`config.mk`:
```
export PLATFORM = sky130hd
export DESIGN_NAME = udma_evt_collector
export DESIGN_NICKNAME = d
export VERILOG_FILES = /design/src/rtl/udma_pkg.sv /design/src/rtl/udma_evt_rr_arb.sv /design/src/rtl/udma_evt_collector.sv
export SDC_FILE = /design/constraint.sdc
export NUM_CORES = 1
export LEC_CHECK = 0
export CORE_MARGIN = 4
export CORE_UTILIZATION = 35
export DETAILED_ROUTE_END_ITERATION = 10
export PLACE_DENSITY = 0.49
export SYNTH_ARGS = -nofsm -noshare
export SYNTH_HDL_FRONTEND = slang
export SYNTH_SLANG_ARGS = --single-unit
```
`constraint.sdc`:
```
create_clock -name clk_i -period 22.7 [get_ports clk_i]
set_input_delay 3.405 -clock clk_i [delete_from_list [all_inputs] [get_ports clk_i]]
set_output_delay 3.405 -clock clk_i [all_outputs]
set_load 0.01 [all_outputs]
```
`src/rtl/udma_pkg.sv`:
```
`default_nettype none
// +----------------------------------------------------------------------+
// | udma_pkg: shared widths, defaults and helpers for the uDMA event path |
// | Revision: 1.0                                                        |
// +----------------------------------------------------------------------+
package udma_pkg;

    localparam int EVT_DATA_WIDTH = 8;
    localparam int EVT_FIFO_DEPTH = 4;

    // Saturating accumulate for the 8-bit drop counter; inc may reach 256.
    function automatic logic [7:0] sat_add8(input logic [7:0] base, input logic [8:0] inc);
        logic [9:0] sum;
        sum = {2'b00, base} + {1'b0, inc};
        return (sum > 10'd255) ? 8'hFF : sum[7:0];
    endfunction

endpackage
`default_nettype wire

```
`src/rtl/udma_evt_rr_arb.sv`:
```
`default_nettype none
// +----------------------------------------------------------------------+
// | udma_evt_rr_arb: combinational round-robin pick starting at ptr_i     |
// | Revision: 1.0                                                        |
// +----------------------------------------------------------------------+
module udma_evt_rr_arb #(
    parameter int N_REQ = 32,
    parameter int PTR_W = (N_REQ > 1) ? $clog2(N_REQ) : 1
) (
    input  logic [N_REQ-1:0] req_i,
    input  logic [PTR_W-1:0] ptr_i,
    output logic             gnt_valid_o,
    output logic [PTR_W-1:0] gnt_idx_o
);

    logic             hi_hit;
    logic             lo_hit;
    logic [PTR_W-1:0] hi_idx;
    logic [PTR_W-1:0] lo_idx;

    // Scanning downward leaves the lowest match in each half: hi covers
    // indices at/above the pointer, lo covers the wrapped-around range.
    always_comb begin
        hi_hit = 1'b0;
        lo_hit = 1'b0;
        hi_idx = '0;
        lo_idx = '0;
        for (int j = N_REQ - 1; j >= 0; j--) begin
            if (req_i[j]) begin
                lo_hit = 1'b1;
                lo_idx = PTR_W'(j);
                if (j >= int'(ptr_i)) begin
                    hi_hit = 1'b1;
                    hi_idx = PTR_W'(j);
                end
            end
        end
        gnt_valid_o = lo_hit;
        gnt_idx_o   = hi_hit ? hi_idx : lo_idx;
    end

endmodule
`default_nettype wire

```
`src/rtl/udma_evt_collector.sv`:
```
`default_nettype none
// +----------------------------------------------------------------------+
// | udma_evt_collector: latches peripheral event pulses, arbitrates them  |
// | into a small ID FIFO for the uDMA core and tracks lost events.        |
// | Revision: 1.0                                                        |
// +----------------------------------------------------------------------+
module udma_evt_collector
    import udma_pkg::*;
#(
    parameter int N_EVENTS   = 32,
    parameter int FIFO_DEPTH = EVT_FIFO_DEPTH
) (
    input  logic                      clk_i,
    input  logic                      rstn_i,
    input  logic [N_EVENTS-1:0]       evt_i,
    output logic                      event_valid_o,
    output logic [EVT_DATA_WIDTH-1:0] event_data_o,
    input  logic                      event_ready_i,
    output logic                      ovf_o,
    output logic [7:0]                drop_cnt_o,
    input  logic                      ovf_clr_i
);

    localparam int IDX_W = (N_EVENTS > 1) ? $clog2(N_EVENTS) : 1;
    localparam int AW    = $clog2(FIFO_DEPTH);
    localparam int CW    = AW + 1;

    logic [N_EVENTS-1:0]       pending_q, pending_d, gnt_onehot;
    logic [IDX_W-1:0]          rr_ptr_q, rr_ptr_d, gnt_idx;
    logic [EVT_DATA_WIDTH-1:0] mem_q [FIFO_DEPTH];
    logic [EVT_DATA_WIDTH-1:0] mem_d [FIFO_DEPTH];
    logic [AW-1:0]             wr_ptr_q, wr_ptr_d, rd_ptr_q, rd_ptr_d;
    logic [CW-1:0]             count_q, count_d;
    logic                      ovf_q, ovf_d;
    logic [7:0]                drop_cnt_q, drop_cnt_d;
    logic                      gnt_valid, fifo_full, push, pop;
    logic [8:0]                n_lost;

    udma_evt_rr_arb #(
        .N_REQ (N_EVENTS),
        .PTR_W (IDX_W)
    ) u_rr_arb (
        .req_i       (pending_q),
        .ptr_i       (rr_ptr_q),
        .gnt_valid_o (gnt_valid),
        .gnt_idx_o   (gnt_idx)
    );

    always_comb begin
        fifo_full = (count_q == CW'(FIFO_DEPTH));
        // A pop in the same cycle does not free a slot for the arbiter.
        push      = gnt_valid && !fifo_full;
        pop       = (count_q != '0) && event_ready_i;

        n_lost     = '0;
        gnt_onehot = '0;
        for (int k = 0; k < N_EVENTS; k++) begin
            gnt_onehot[k] = push && (gnt_idx == IDX_W'(k));
            if (evt_i[k] && pending_q[k] && !(push && (gnt_idx == IDX_W'(k))))
                n_lost = n_lost + 9'd1;
        end

        pending_d = (pending_q & ~gnt_onehot) | evt_i;

        rr_ptr_d = rr_ptr_q;
        if (push)
            rr_ptr_d = (gnt_idx == IDX_W'(N_EVENTS - 1)) ? '0 : gnt_idx + IDX_W'(1);

        mem_d    = mem_q;
        wr_ptr_d = wr_ptr_q;
        rd_ptr_d = rd_ptr_q;
        if (push) begin
            mem_d[wr_ptr_q] = EVT_DATA_WIDTH'(gnt_idx);
            wr_ptr_d        = wr_ptr_q + AW'(1);
        end
        if (pop)
            rd_ptr_d = rd_ptr_q + AW'(1);
        count_d = count_q + CW'(push) - CW'(pop);

        // A loss in the clearing cycle survives the clear.
        drop_cnt_d = sat_add8(ovf_clr_i ? 8'd0 : drop_cnt_q, n_lost);
        ovf_d      = (ovf_q && !ovf_clr_i) || (n_lost != '0);
    end

    always_ff @(posedge clk_i or negedge rstn_i) begin
        if (!rstn_i) begin
            pending_q  <= '0;
            rr_ptr_q   <= '0;
            mem_q      <= '{default: '0};
            wr_ptr_q   <= '0;
            rd_ptr_q   <= '0;
            count_q    <= '0;
            ovf_q      <= 1'b0;
            drop_cnt_q <= '0;
        end else begin
            pending_q  <= pending_d;
            rr_ptr_q   <= rr_ptr_d;
            mem_q      <= mem_d;
            wr_ptr_q   <= wr_ptr_d;
            rd_ptr_q   <= rd_ptr_d;
            count_q    <= count_d;
            ovf_q      <= ovf_d;
            drop_cnt_q <= drop_cnt_d;
        end
    end

    assign event_valid_o = (count_q != '0);
    assign event_data_o  = mem_q[rd_ptr_q];
    assign ovf_o         = ovf_q;
    assign drop_cnt_o    = drop_cnt_q;

endmodule
`default_nettype wire
```
After elaboration in Yosys (flattened, before gate mapping)
Cells that the tools add are included.
{ "op_classes": {"bitwise_logic": 5, "reduce_logical": 138, "addsub": 37, "n_eq_ne": 32, "n_lt_le_gt_ge": 35, "mux": 230} }
{ "ops": {"columns": ["op", "count"], "rows": [
  ["2-to-1 mux 5 bit", 96],
  ["adder 9 x 1 -> 9 bit (second input constant)", 31],
  ["2-to-1 mux 9 bit", 31],
  ["logical AND 1 bit", 100],
  ["2-to-1 mux 1 bit", 95],
  ["== test 5 bit (second input constant)", 16],
  ["greater-or-equal comparator 5 bit (first input constant)", 15],
  ["== test 5 x 4 -> 1 bit (second input constant)", 8],
  ["greater-or-equal comparator 4 x 5 -> 1 bit (first input constant)", 8],
  ["2-to-1 mux 8 bit", 5],
  ["zero test 1 bit", 34],
  ["bitwise AND 32 bit", 1],
  ["bitwise mux 32 bit", 1],
  ["inverter 32 bit", 1],
  ["bitwise OR 32 bit", 1],
  ["== test 5 x 3 -> 1 bit (second input constant)", 4],
  ["greater-or-equal comparator 3 x 5 -> 1 bit (first input constant)", 4],
  ["binary-select mux 8 bit (select 2 bit)", 1],
  ["demux 8 bit (select 2 bit)", 1],
  ["adder 8 x 9 -> 10 bit", 1],
  ["== test 5 x 2 -> 1 bit (second input constant)", 2],
  ["greater-or-equal comparator 1 x 5 -> 1 bit (first input constant)", 2],
  ["greater-or-equal comparator 2 x 5 -> 1 bit (first input constant)", 2],
  ["greater-than comparator 10 x 8 -> 1 bit (second input constant)", 1],
  ["other kinds (13)", 16]
]} }
{ "totals": {"elab_cells": 488, "out_inout_bits": 18, "register_bits": 85} }

Longest topological paths before layout
{ "depth": {"word_depth": 134, "ltp_mapped": 128} }

By module
Synthesis repeated with hierarchy kept, for this count alone.
{ "unflattened": {"hier_cells": 1347, "hier_area_um2": 10825.4} }
{ "modules_own_cells": {"columns": ["mod", "seq_area_each_um2", "cells_each", "n_inst", "area_each_um2"], "rows": [
  ["udma_evt_collector", 1826.8, 1128, 1, 9511.6],
  ["udma_evt_rr_arb", 0.0, 219, 1, 1313.8]
]} }

Least setup slack after synthesis
Ideal clock, no wire load.
{ "synth_path": {"path_type": "register -> register", "startpoint": "register rr_ptr_q[1]", "endpoint": "register drop_cnt_q[0], in the netlist drop_cnt_o[0]", "path_stages_with_launch": 128, "path_slack_ns": 1.901, "t_arrival_ns": 20.669, "t_required_ns": 22.571, "setup_ns": 0.129, "path_cell_list": "dfrtp_1 > buf_4 > buf_2 > and2_1 > nor2_1 > nor2_1 > nor2_1 > o21ai_0 > a22oi_1 > a21oi_1 > a21oi_1 > a21oi_1 > a21oi_1 > a21oi_1 > a21oi_1 > a21oi_1 > nor2_1 > a31oi_1 > [... 92 more ...] > ha_1 > mux2_2 > ha_1 > nand2_1 > nand2_1 > ha_1 > mux2i_1 > inv_1 > ha_1 > a21o_1 > a21oi_1 > o21bai_1 > a21oi_1 > o21bai_1 > a21oi_1 > nand2_1 > nor3_4 > o21ai_1"} }
{ "synth_via": {"elab_chain_len": 134, "elab_cells_between_ends": 350, "cone_classes": "add/sub (32); order compare (32); eq/ne (31); mux (158); reduce/logical (97)"} }
{ "synth_lines": {"columns": ["element", "line_no", "text"], "rows": [
  ["from (decl)", "udma_evt_collector.sv:29", "logic [IDX_W-1:0] rr_ptr_q, rr_ptr_d, gnt_idx;"],
  ["from (signal assigned)", "udma_evt_collector.sv:97", "rr_ptr_q <= rr_ptr_d;"],
  ["greater-or-equal comparator 5 bit", "udma_evt_rr_arb.sv:32", "if (j >= int'(ptr_i)) begin"],
  ["2-to-1 mux 5 bit / 2-to-1 mux 1 bit (equally long branches)", "udma_evt_rr_arb.sv:32", null],
  ["2-to-1 mux 5 bit / 2-to-1 mux 1 bit (equally long branches)", "udma_evt_rr_arb.sv:29", "if (req_i[j]) begin"],
  ["2-to-1 mux 5 bit / 2-to-1 mux 1 bit (equally long branches)", "udma_evt_rr_arb.sv:32", null],
  ["2-to-1 mux 5 bit / 2-to-1 mux 1 bit (equally long branches)", "udma_evt_rr_arb.sv:29", null],
  ["2-to-1 mux 5 bit / 2-to-1 mux 1 bit (equally long branches)", "udma_evt_rr_arb.sv:32", null],
  ["2-to-1 mux 5 bit / 2-to-1 mux 1 bit (equally long branches)", "udma_evt_rr_arb.sv:29", null],
  ["2-to-1 mux 5 bit / 2-to-1 mux 1 bit (equally long branches)", "udma_evt_rr_arb.sv:32", null],
  ["[... 119 more ...]", null, null],
  ["adder 9 x 1 -> 9 bit", "udma_evt_collector.sv:60", "n_lost = n_lost + 9'd1;"],
  ["2-to-1 mux 9 bit", "udma_evt_collector.sv:59", "if (evt_i[k] && pending_q[k] && !(push && (gnt_idx == IDX_W'(k))))"],
  ["adder 9 x 1 -> 9 bit", "udma_evt_collector.sv:60", null],
  ["2-to-1 mux 9 bit *", "udma_evt_collector.sv:59", null],
  ["adder 8 x 9 -> 10 bit *", "udma_pkg.sv:14", "sum = {2'b00, base} + {1'b0, inc};"],
  ["greater-than comparator 10 x 8 -> 1 bit", "udma_pkg.sv:15", "return (sum > 10'd255) ? 8'hFF : sum[7:0];"],
  ["2-to-1 mux 8 bit *", "udma_pkg.sv:15", null],
  ["via drop_cnt_d[0]", "udma_evt_collector.sv:35", "logic [7:0] drop_cnt_q, drop_cnt_d;"],
  ["to (signal assigned)", "udma_evt_collector.sv:103", "drop_cnt_q <= drop_cnt_d;"],
  ["to (decl)", "udma_evt_collector.sv:35", null]
]} }
The timed path passes the listed nets; every way through them passes the cells marked *.
A chain may end at the register's enable or synchronous reset.

Worst setup path after layout
{ "layout_path": {"startpoint": "register rr_ptr_q[2]", "endpoint": "register drop_cnt_q[6], in the netlist drop_cnt_o[6]"} }
The elaborated chain is that of the path after synthesis.

==> summary.txt <==
Seq cells post-synth: 73
Synth Flop Type: dfrtp_1
Worst hold slack: 0.476 ns
Final cell count without fillers: 1790
Vias in the first global route: 9386
Reg-to-Reg Start: rr_ptr_q[2]$_DFFE_PN0P_
Gr ovfl total: 0
DRC violations left: 0
Share of cells above drive strength 1: 13.4%
Antenna viol nets, final: 0
Via count: 9768
CP Max Fanout: 8
Worst-skew pair later-pin latency: 0.36 ns
Die area: 33200 µm²
Final hold violation count: 0
# port buffers: 50
Most common cell after layout, fill and taps aside: nand2_1
CP peak stage delay: 0.47 ns
Num CTS Buffers: 9
Fin crit period: 21.23 ns
Hold WC Path Type: reg -> reg
Final setup viols: 0
ANT cells: 0
DP HPWL: 23.2 mm
Dpl cells: 1751
Least-Margin Pin Slew: 1.13 ns
Global-route usage over all layers: 17.5%
Hold path start: mem_q[9]$_DFFE_PN0P_
Slew margin rel.: 24.2%
Synth area leaders: dfrtp_1 17%, xnor2_1 7.3%, nand2_1 6.6%
Via density: 5.46
GP Congestion: 0.876
WP data arrival: 21.45 ns
R2R Setup Slk: 1.47 ns
Max Freq: 47.1 MHz
Drt pass-1 iters: 5
Startpoint types: flip-flop
Bufs on Longest Clock Path: 2
MaxCap Viol Count: 0
H-tree lvl count: 3
Initial antenna violation count: 0
CTS clk-pin slew, worst paths: 0.06 ns
Final net count: 1485
Sequential area share after synthesis: 17.2%
Synthesis Warnings: 0
Synthesized area: 10600 µm²
Die Wd: 182 µm
Avg Cell Area, Syn: 7.83 µm²
Final Cycle Share: 93.5%
Post-route setup slack: 1.47 ns
Hold Path End: mem_q[9]$_DFFE_PN0P_
Drt wl/cell: 16.5 µm
CTS root buf: clkbuf_16
# hold bufs at CTS: 0
Largest net degree at the start of global routing: 74
Worst path slowest cell: dfrtp_2
Number of synthesized flops with an enable pin: 0
R2R cell count: 124
Status: finished clean
TritonCTS clock tree: yes
IO Pins: 54
Setup crit end kind: flip-flop
First-pass GRT wire length: 48.7 mm
Initial core utilization: 35.6%
Routed WL: 29.5 mm
Crit path top cell by count: ha_1
Levels on crit path: 124
Initial drt markers: 717
Synthesis-to-layout area growth: 14.2%
Largest area contributor in the netlist: dfrtp_1
Syn Inst Count: 1355
Critical Path RT: 22.92 ns
Slew Viols, Final: 0
DIE HEIGHT: 182 µm
Critical path class: reg -> reg
Buf+Inv Stages, Crit Path: 9
# fillers: 3115
Reg-to-Reg End: drop_cnt_o[6]$_DFF_PN0_
Fraction of registers with async set or reset after synthesis: 100%
Area of the core: 29800 µm²
Most frequent cells in the layout: 186 x nand2_1, 97 x nor2_1, 88 x xnor2_1
Worst hold stages: 2
Worst slack at placement: 0.529 ns
Clock Sink Count: 73
Synth cell types: 110
Layout Skew: 0.0186 ns
Post-synth top area share: 17.2%
Largest delay share family, worst path: adder cells
Num rows: 63
## worst register-to-register path: cells and delay by family (launching register included)
family	cells	cell delay, ns
DFF	1	0.47
xor gates and xnor gates	10	1.78
AOI/OAI and AO/OA	50	6.62
buffers and inverters	9	0.84
muxes	7	1.63
adders and majority gates	24	6.88
and+or+nand+nor	24	2.91
## routing by layer
metal / vias to the layer above / track usage [%] / part of all wire (%)
met4: 0 / 3.57 / 1.2
li1: 4951 / - / -
met1: 4586 / 25.1 / 49
met3: 23 / 1.75 / 3.4
met2: 208 / 28.9 / 47
met5: - / 0 / 0
## what timing repair did
| action | 4_1_cts | 5_1_grt |
|---|---|---|
| endpoints found under the hold margin | 0 | 0 |
| endpoints found under the setup margin | 0 | 9 |
| gates resized for setup | 0 | 50 |
| buffers inserted | 0 | 24 |
## state kept, by name, summed over array words and instances (netlist names)
name and count:
drop_cnt_o 8, mem_q 20, count_q 3, wr_ptr_q 2, ovf_o 1, rd_ptr_q 2, pending_q 32, rr_ptr_q 5
## synthesized netlist by cell type (16+ instances only)
master      n
a21o_1     27
a21oi_1    66
a31oi_1    21
and2_1     17
and3_1     21
clkbuf_1   35
dfrtp_1    73
ha_1       51
inv_1      48
nand2_1   187
nand2b_1   22
nand3_1    51
nand4_1    16
nor2_1    100
nor2b_1    25
nor3_1     30
o211ai_1   19
o21ai_0    77
or2_2      19
xnor2_1    89
xor2_1     44
## how the worst max path moves through the flow
stage                             from  slack [ns]                      end
2_1_floorplan  rr_ptr_q[1]$_DFFE_PN0P_        1.90  drop_cnt_o[0]$_DFF_PN0_
3_3_place_gp   rr_ptr_q[4]$_DFFE_PN0P_        0.95  drop_cnt_o[6]$_DFF_PN0_
3_5_place_dp   rr_ptr_q[4]$_DFFE_PN0P_        0.53  drop_cnt_o[6]$_DFF_PN0_
4_1_cts        rr_ptr_q[4]$_DFFE_PN0P_        0.39  drop_cnt_o[6]$_DFF_PN0_
5_1_grt        rr_ptr_q[2]$_DFFE_PN0P_       -0.16  drop_cnt_o[4]$_DFF_PN0_
6_report       rr_ptr_q[2]$_DFFE_PN0P_        1.47  drop_cnt_o[6]$_DFF_PN0_
## through the flow
step / cell area [µm²] / utilization, % / setup TNS [ns]
finish: 12100 / 40.7 / 0
global route: 12100 / 40.7 / -1.05
CTS: 11700 / 39.3 / 0
detailed placement: 11400 / 38.4 / 0
global placement: 11400 / 38.4 / 0
floorplan: 10600 / - / 0
## cell type report
type                       count  area, µm²  area share, %
multi-input combinational   1173       8540           70.4
inverter                      50        188           1.55
clock inverter                 6       43.8          0.361
clock buffer                   9        225           1.86
timing repair buffer          89        807           6.66
sequential                    73       1830           15.1
tap                          390        488           4.03
## logic make-up after synthesis
group                      count (synthesis)  share of synthesized area (%)
AOI/OAI and AO/OA                        366                           24.3
DFF                                       73                           17.2
buffers and inverters                    111                           4.39
adders and majority gates                 54                           6.49
muxes                                     30                           3.59
other                                      1                         0.0354
and+or+nand+nor                          550                           25.6
xor gates and xnor gates                 170                           18.4
Power is left out: the tool's default activity adds up to more than one toggle a clock period on the data nets, which glitch-free logic cannot reach.
